[src/rtl/pipe_pkg.sv]
// Shared pipeline definitions: branch opcodes, the NOP encoding, the ID-stage
// branch state and the decoded-branch payload used by the redirect logic.
package pipe_pkg;

  localparam int unsigned OP_W    = 4;
  localparam int unsigned INSTR_W = 16;

  localparam logic [OP_W-1:0] OP_BEQZ = 4'hC;
  localparam logic [OP_W-1:0] OP_BNEZ = 4'hD;
  localparam logic [OP_W-1:0] OP_JMP  = 4'hE;
  localparam logic [OP_W-1:0] OP_JR   = 4'hF;

  localparam logic [INSTR_W-1:0] NOP = 16'h0000;

  typedef enum logic [1:0] {
    RUN     = 2'd0,
    WAIT    = 2'd1,
    RESOLVE = 2'd2
  } state_e;

  // One-hot view of the branch class held in IF/ID
  typedef struct packed {
    logic jmp;
    logic beqz;
    logic bnez;
    logic jr;
  } br_dec_t;

  function automatic br_dec_t decode_op(input logic [OP_W-1:0] op);
    br_dec_t d;
    d      = '0;
    d.jmp  = (op == OP_JMP);
    d.beqz = (op == OP_BEQZ);
    d.bnez = (op == OP_BNEZ);
    d.jr   = (op == OP_JR);
    return d;
  endfunction

endpackage

[src/rtl/branch_target_calc.sv]
// Branch target generator: PC+1 plus sign-extended offset, or the register
// operand for JR. Purely combinational.
//   op          in  opcode field of the ID instruction
//   off         in  signed branch offset field
//   pc_plus_one in  PC+1 of the ID instruction
//   opnd        in  captured register operand
//   target      out redirect target (sum wraps mod 2^DW)
module branch_target_calc
  import pipe_pkg::*;
#(
  parameter int unsigned DW    = 16,
  parameter int unsigned OFF_W = 8
) (
  input  logic [OP_W-1:0]  op,
  input  logic [OFF_W-1:0] off,
  input  logic [DW-1:0]    pc_plus_one,
  input  logic [DW-1:0]    opnd,
  output logic [DW-1:0]    target
);

  logic [DW-1:0] off_sext;

  assign off_sext = {{(DW-OFF_W){off[OFF_W-1]}}, off};
  assign target   = (op == OP_JR) ? opnd : pc_plus_one + off_sext;

endmodule

[src/rtl/id_branch_redirect.sv]
// ID-stage branch resolver. Owns the IF/ID register, decodes JMP/BEQZ/BNEZ/JR,
// and drives the redirect target and PC select back to the IF next-PC mux.
// A taken redirect squashes the wrong-path fetch into a bubble; conditional
// branches and JR hold IF until their register operand is captured.
// Optional feature macro: BRANCH_STATS_EN adds saturating redirect_cnt and
// fallthru_cnt outputs.
//   if_pc_plus_one/if_instr/if_valid  in  fetch-side instruction
//   ex_stall                          in  downstream stall, freezes ID
//   rs_data/rs_ready                  in  regfile operand and its readiness
//   id_instr/id_pc_plus_one/id_valid  out IF/ID register
//   id_pc/pc_sel/if_hold              out combinational redirect controls to IF
module id_branch_redirect
  import pipe_pkg::*;
#(
  parameter int unsigned DW    = 16,
  parameter int unsigned OFF_W = 8
`ifdef BRANCH_STATS_EN
  ,
  parameter int unsigned CNT_W = 16
`endif
) (
  input  logic          clk,
  input  logic          rst_n,
  input  logic [DW-1:0] if_pc_plus_one,
  input  logic [DW-1:0] if_instr,
  input  logic          if_valid,
  input  logic          ex_stall,
  input  logic [DW-1:0] rs_data,
  input  logic          rs_ready,
  output logic [DW-1:0] id_instr,
  output logic [DW-1:0] id_pc_plus_one,
  output logic          id_valid,
  output logic [DW-1:0] id_pc,
  output logic          pc_sel,
  output logic          if_hold
`ifdef BRANCH_STATS_EN
  ,
  output logic [CNT_W-1:0] redirect_cnt,
  output logic [CNT_W-1:0] fallthru_cnt
`endif
);

  state_e        state_q, state_d;
  logic [DW-1:0] opnd_q, opnd_d;
  br_dec_t       dec;
  logic          resolve_taken;

  // Only a valid IF/ID entry may be treated as a branch
  assign dec = id_valid ? decode_op(id_instr[DW-1 -: OP_W]) : '0;

  assign resolve_taken = dec.jr
                       | (dec.beqz & (opnd_q == '0))
                       | (dec.bnez & (opnd_q != '0));

  branch_target_calc #(
    .DW    (DW),
    .OFF_W (OFF_W)
  ) u_target (
    .op          (id_instr[DW-1 -: OP_W]),
    .off         (id_instr[OFF_W-1:0]),
    .pc_plus_one (id_pc_plus_one),
    .opnd        (opnd_q),
    .target      (id_pc)
  );

  // State and operand register
  always_ff @(posedge clk or negedge rst_n) begin
    if (!rst_n) begin
      state_q <= RUN;
      opnd_q  <= '0;
    end else begin
      state_q <= state_d;
      opnd_q  <= opnd_d;
    end
  end

  // Next state and redirect controls; ex_stall freezes everything
  always_comb begin
    state_d = state_q;
    opnd_d  = opnd_q;
    pc_sel  = 1'b0;
    if_hold = 1'b0;
    if (ex_stall) begin
      if_hold = 1'b1;
    end else begin
      case (state_q)
        RUN: begin
          if (dec.jmp) begin
            pc_sel = 1'b1;
          end else if (dec.beqz | dec.bnez | dec.jr) begin
            if_hold = 1'b1;
            if (rs_ready) begin
              opnd_d  = rs_data;
              state_d = RESOLVE;
            end else begin
              state_d = WAIT;
            end
          end
        end
        WAIT: begin
          if_hold = 1'b1;
          if (rs_ready) begin
            opnd_d  = rs_data;
            state_d = RESOLVE;
          end
        end
        RESOLVE: begin
          pc_sel  = resolve_taken;
          state_d = RUN;
        end
        default: state_d = RUN;
      endcase
    end
  end

  // IF/ID register; a taken redirect loads a bubble in place of the wrong path
  always_ff @(posedge clk or negedge rst_n) begin
    if (!rst_n) begin
      id_instr       <= DW'(NOP);
      id_pc_plus_one <= '0;
      id_valid       <= 1'b0;
    end else if (!ex_stall && !if_hold) begin
      id_pc_plus_one <= if_pc_plus_one;
      if (pc_sel) begin
        id_instr <= DW'(NOP);
        id_valid <= 1'b0;
      end else begin
        id_instr <= if_valid ? if_instr : DW'(NOP);
        id_valid <= if_valid;
      end
    end
  end

`ifdef BRANCH_STATS_EN
  logic fallthru_c;

  assign fallthru_c = (state_q == RESOLVE) && !ex_stall && !resolve_taken;

  // Saturating taken / not-taken resolution counters
  always_ff @(posedge clk or negedge rst_n) begin
    if (!rst_n) begin
      redirect_cnt <= '0;
      fallthru_cnt <= '0;
    end else begin
      if (pc_sel && (redirect_cnt != '1)) redirect_cnt <= redirect_cnt + CNT_W'(1);
      if (fallthru_c && (fallthru_cnt != '1)) fallthru_cnt <= fallthru_cnt + CNT_W'(1);
    end
  end
`endif

endmodule
[config.mk]
export PLATFORM = sky130hd
export DESIGN_NAME = id_branch_redirect
export DESIGN_NICKNAME = d
export VERILOG_FILES = /design/src/rtl/pipe_pkg.sv /design/src/rtl/branch_target_calc.sv /design/src/rtl/id_branch_redirect.sv
export SDC_FILE = /design/constraint.sdc
export NUM_CORES = 1
export LEC_CHECK = 0
export ABC_AREA = 1
export BUFFER_PORTS_ARGS = -buffer_cell sky130_fd_sc_hd__buf_2
export CORE_MARGIN = 1.5
export CORE_UTILIZATION = 38
export CTS_CLUSTER_SIZE = 20
export DETAILED_ROUTE_END_ITERATION = 10
export GPL_TIMING_DRIVEN = 1
export PLACE_DENSITY_LB_ADDON = 0.15
export SYNTH_ARGS = -nofsm -noshare
export SYNTH_HDL_FRONTEND = slang
export SYNTH_SLANG_ARGS = --single-unit
[constraint.sdc]
create_clock -name clk -period 4.2 [get_ports clk]
set_clock_uncertainty 0.15 [all_clocks]
set_input_delay 0.84 -clock clk [delete_from_list [all_inputs] [get_ports clk]]
set_output_delay 0.84 -clock clk [all_outputs]
set_load 0.05 [all_outputs]
==> results of run 1 <==
[logic make-up (layout without fill, tap and decap cells)]
group | Yosys count | in the layout | share of synthesized area
xor+xnor | 7 | 7 | 0.0189
fa+ha+maj | 16 | 16 | 0.0639
simple gates | 261 | 261 | 0.361
compound gates | 50 | 50 | 0.0816
buf+inv | 63 | 166 | 0.0816
flops | 51 | 51 | 0.393
[flip-flops by register name, indices dropped and copies added, names as in the netlist]
signal and cells:
opnd_q 16, id_valid 1, id_instr 16, id_pc_plus_one 16, state_q 2
[critical path, delay by kind of cell (launching register included)]
family                   cells  cell delay (ps)
AO/OA/AOI/OAI                1              280
adder cells (fa/ha/maj)      2              590
buffers and inverters        2              310
flip-flops                   1              390
AND/OR/NAND/NOR              6              520
[area by class of cell]
| cell class | count | area share |
|---|---|---|
| clock buffer | 7 | 0.0244 |
| clock inverter | 1 | 0.00190 |
| inverter | 52 | 0.0494 |
| multi-input combinational | 334 | 0.432 |
| sequential | 51 | 0.323 |
| tap | 105 | 0.0332 |
| timing repair buffer | 106 | 0.136 |
[Yosys cell counts, types with 3 or more instances]
| library cell | instances |
|---|---|
| nand2_1 | 184 |
| dfrtp_1 | 51 |
| inv_1 | 47 |
| nand3_1 | 26 |
| nor2_1 | 23 |
| o21ai_1 | 18 |
| ha_1 | 15 |
| o21ai_0 | 15 |
| a21oi_1 | 14 |
| nand3_2 | 10 |
| buf_2 | 8 |
| xnor2_1 | 6 |
| inv_2 | 4 |
| nand4_1 | 4 |
| nand3b_1 | 3 |
[layer usage]
layer / track usage / vias to the layer above / part of all wire
met5: 0 / - / 0
met4: 0.0392 / 0 / 0.0045
met3: 0.0407 / 2 / 0.051
met2: 0.309 / 65 / 0.47
met1: 0.252 / 1377 / 0.47
li1: - / 1620 / -
[stage by stage]
step           hold slack (ps)  cells  power [W]  instance area, sq um
5_1_grt                    377    656    0.00362                  3950
3_5_place_dp               317    648    0.00307                  3850
4_1_cts                    343    656    0.00339                  3950
6_report                   341    656    0.00334                  3950
3_3_place_gp               308    648    0.00304                  3850
2_1_floorplan              325    448    0.00254                  3250
[final timing paths]
kind                                      end  slack [ps]  cells after the start
max in group asynchronous         id_instr[7]        2760                      2
max                                  id_pc[8]         810                     11
min in group asynchronous  id_pc_plus_one[14]         360                      1
min reg2reg                      id_instr[11]         340                      2
max reg2reg                 id_pc_plus_one[1]        2160                      7
min                              id_instr[11]         340                      2
[power by group]
part | leakage (nW) | internal [W] | switching (W)
registers | 0.644 | 0.000670 | 0.000162
logic | 1.58 | 0.000565 | 0.00163
clock network | 0.0505 | 0.000150 | 0.000162
total | 2.27 | 0.00138 | 0.00196
==> run_results.csv, run 1 <==
group,metric,value,unit
placed_design,dp_hpwl,6500,um
sta,hold_viol_final,0,
yosys,ys_seq_area_frac,0.393,
routing,via_per_inst,4.67,
yosys,postSynth.asyncResetShare,1.00,
cts,clock_latency,300,ps
hold_path,hp-class,"reg -> reg",
yosys,synth.top_cell.area_share,0.393,
power_and_ir_drop,p_leak,2.27,nW
hold_path,min_from,"id_instr[11]",
critical_path,worstPathArrival,2400,ps
yosys,synth_seq_cells,51,
final_layout,layout_commonest_cell,"nand2_1",
critical_path,crit_chain,"ha_1 -> inv_1 -> fa_1 -> o21ai_1 -> nand2_1 -> nand2_1 -> nand2_1 -> nand3b_1 -> nand3_1 -> nand2_1 -> buf_2",
cts,post_cts_resized,0,
yosys,synth_top_cells_by_area,"dfrtp_1 39%, nand2_1 21%, ha_1 5.8%",
die,die_x,95.5,um
critical_path,cp_common_cell,"nand2_1",
critical_path,endpoint_kind,"primary output",
final_layout,multiInputGateArea,1710,sq um
die,core,8260,sq um
cts,post_cts_buffers,0,
routing,wl,8050,um
cts,cts.path.max_buffers,2,
power_and_ir_drop,power_density,846,nW/um^2
routing,drt_iter0_markers,95,
yosys,syn_nets,517,
final_layout,fill_cells,912,
sta,fin_crit_sh,0.806,
sta,fmax,295,MHz
cts,htreeDepth,2,
grt,grt_pass1_vias,2893,
routing,drc,0,
routing,drt-pass1-iter-count,5,
placed_design,gp_congestion,0.866,
cts,cts.reportedPaths.clkPinSlew,90,ps
critical_path,critPathLaunchType,"flip-flop",
sta,slew_headroom,0.652,
grt,track_usage,0.188,
cts,cts_tree,"built",
critical_path,critical_path.max_stage_delay,410,ps
final_layout,drive_above_1_share,0.250,
die,start_util,0.394,
sta,rsz0062_at_grt,"false",
grt,grt_max_degree,34,
placed_design,post-place-ws,1160,ps
yosys,synth.distinct_cells,32,
yosys,synthCells,448,
yosys,synth_area_per_cell,7.26,sq um
cts,root_buffer,"clkbuf_8",
routing,vias,3064,
critical_path,critPathKind,"reg -> out",
yosys,synth_edf_count,0,
yosys,yosysTopAreaCell,"dfrtp_1",
power_and_ir_drop,max-vdd-ir-drop,0.000294,V
sta,fin_ws,814,ps
cts,clkSinkCount,51,
sta,fin_tns_setup,0,ps
die,die_area,9120,sq um
yosys,yosys_warnings,0,
routing,wl_per_cell,12.3,um
sta,period_minus_slack,3390,ps
die,die_y,95.5,um
job,drv_cap,0,
final_layout,nNetsFinal,619,
die,io_pins,104,
die,core.rowCount,33,
final_layout,final-seq-area,1280,sq um
critical_path,cp_slowest_cell,"fa_1",
placed_design,io_buffers,103,
critical_path,r2r_start,"state_q[1]",
sta,tightest_slew,521,ps
critical_path,crit_fanout,3,
routing,ant_nets,0,
final_layout,final_cell_mix,"184 x nand2_1, 103 x buf_2, 51 x dfrtp_1",
final_layout,final_util,0.479,
sta,setup_violations,0,
critical_path,required,3210,ps
yosys,ys.flop_type,"dfrtp_1",
sta,slew_viol_final,0,
grt,antenna_found_initial,0,
status,status,"completed",
grt,grt_overflow,0,
yosys,syn_area,3250,sq um
final_layout,antenna_cells,0,
cts,hold_buffers,0,
final_layout,syn2layout_area_growth,21.6,%
critical_path,critPathLaunch,"id_instr[0]",
cts,cts_buffers,5,
grt,grt_pass1_wl,13400,um
Note: power is estimated with default switching activity, not from simulation.
==> run 2: changes to the inputs <==
Clock period 4.2 ns to 2.8 ns, I/O delays scaled along.
==> run 2 against run 1 <==
The flow now finishes with violations (negative setup slack). Utilization up 6.3 points. Design area up 13%. Worst setup slack worse by 860 ps. Sequential cell count unchanged. Total power up 73%. Register-to-register slack worse by 1400 ps. First-iteration DRC count up 21%. Routed wire length up 8.6%. Critical endpoint is now id_pc[14]. Largest power group unchanged.
==> run_results.csv, run 2 (same netlist as run 1, synthesis figures left out) <==
group,metric,value,unit
job,drv_cap,0,
power_and_ir_drop,max-vdd-ir-drop,0.000624,V
power_and_ir_drop,power_frac_clock,0.074,
power_and_ir_drop,comb_power_share,0.701,
hold_path,hp-class,"in -> async",
final_layout,layout_commonest_cell,"nand2_1",
die,die_area,9120,sq um
cts,clock_latency,310,ps
final_layout,final_util,0.542,
cts,cts.reportedPaths.clkPinSlew,90,ps
final_layout,final-seq-area,1290,sq um
power_and_ir_drop,p_int,0.00258,W
final_layout,fill_cells,844,
critical_path,reg2reg_depth,7,
placed_design,dp_hpwl,6690,um
placed_design,gp_congestion,0.867,
grt,track_usage,0.198,
cts,clkSinkCount,51,
sta,fin_crit_sh,1.02,
grt,grt_overflow,0,
sta,period_minus_slack,2850,ps
routing,drt_iter0_markers,115,
critical_path,endpoint_kind,"primary output",
final_layout,reg_top3,"id_instr: 16 flops, id_pc_plus_one: 16 flops, opnd_q: 16 flops",
power_and_ir_drop,p_leak,2.39,nW
power_and_ir_drop,p_seq_frac,0.225,
final_layout,multiInputGateArea,2020,sq um
grt,grt_pass1_vias,2987,
sta,fmax,351,MHz
sta,slew_viol_final,0,
final_layout,antenna_cells,0,
sta,fin_tns_setup,-103,ps
routing,wl_per_cell,13.0,um
die,start_util,0.394,
grt,antenna_found_initial,0,
placed_design,io_buffers,103,
die,die_y,95.5,um
die,core,8260,sq um
die,die_x,95.5,um
routing,via_per_inst,4.80,
routing,vias,3228,
sta,setup_violations,3,
power_and_ir_drop,power_switching,0.00320,W
final_layout,syn2layout_area_growth,37.8,%
routing,met2WireLength,4160,um
grt,grt_pass1_wl,14000,um
routing,drt-pass1-iter-count,4,
critical_path,r2r_setup_slack,780,ps
critical_path,critPathLaunchType,"flip-flop",
grt,grt_max_degree,34,
final_layout,final_cell_mix,"172 x nand2_1, 91 x buf_2, 44 x inv_1",
critical_path,critPathKind,"reg -> out",
cts,cts.path.max_buffers,2,
sta,slew_headroom,0.593,
routing,wl,8740,um
cts,htreeDepth,2,
sta,fin_ws,-48.2,ps
die,core.rowCount,33,
routing,drc,0,
power_and_ir_drop,power,0.00578,W
cts,cts_buffers,5,
routing,ant_nets,0,
status,violations,"negative setup slack",
power_and_ir_drop,power_density,1290,nW/um^2
critical_path,required,2090,ps
sta,hold_viol_final,0,
cts,hold_buffers,0,
final_layout,drive_above_1_share,0.379,
placed_design,post-place-ws,51.1,ps
cts,cts_tree,"built",
status,status,"finished with violations",
final_layout,layoutNonFillerInstCount,673,
routing,top_layer,"met4",
routing,wl_met1,4030,um
critical_path,crit_fanout,6,
die,io_pins,104,
final_layout,nNetsFinal,636,
sta,rsz0062_at_grt,"true",
placed_design,placed_cells,652,
power_and_ir_drop,switching_share,0.554,
routing,wl_met3,433,um
sta,tightest_slew,611,ps
critical_path,worstPathArrival,2140,ps
cts,root_buffer,"clkbuf_8",
==> run 2: what timing repair did <==
item	in CTS	in global routing
pin swaps	1	16
setup endpoints to repair	12	13
resized for setup	35	49
setup buffers	5	8
==> run 2: path summary, 6_finish.rpt <==
kind	startpoint	end
worst max-delay path	id_instr[7]	id_pc[14]
worst min-delay path	rst_n	id_pc_plus_one[12]
worst max register to register	state_q[1]	id_pc_plus_one[1]
worst min register to register	id_instr[8]	id_instr[8]
max in group asynchronous	rst_n	opnd_q[1]
min in group clk	if_pc_plus_one[8]	id_pc_plus_one[8]
==> run 2: power groups by stage <==
stage               combinational (W)  sequential [W]  clock (W)
floorplan                     0.00212         0.00175          0
global placement              0.00340         0.00126          0
detailed placement            0.00342         0.00127          0
CTS                           0.00375         0.00127   0.000441
global route                  0.00439         0.00134   0.000473
finish                        0.00405         0.00130   0.000428
==> run 2: routing by layer <==
metal / GRT usage / vias to the layer above
met2: 0.331 / 84
li1: - / 1652
met4: 0.0502 / 0
met3: 0.0399 / 10
met5: 0 / -
met1: 0.262 / 1482
==> run 2: area by class of cell <==
class                   count  share of cell area
flip-flops and latches     51               0.288
clock inverters             1             0.00112
multi-input cells         334               0.452
inverters                  52              0.0444
repair buffers            123               0.169
well taps                 105              0.0293
clock buffers               7              0.0170
==> run 2: critical path: stages (launching register included) <==
cell	delay [ps]
dfrtp_2	530
buf_6	190
ha_4	290
nand2_2	60
nor2_2	130
and2_1	140
nand2_1	90
nand2_1	80
nand2_1	60
nand3_2	70
nand2_2	70
buf_8	150
==> run 2: stage by stage <==
step,hold slack (ps),cell area [sq um]
2_1_floorplan,114,3280
3_3_place_gp,311,3930
3_5_place_dp,316,3930
4_1_cts,122,4210
5_1_grt,141,4480
6_report,104,4480
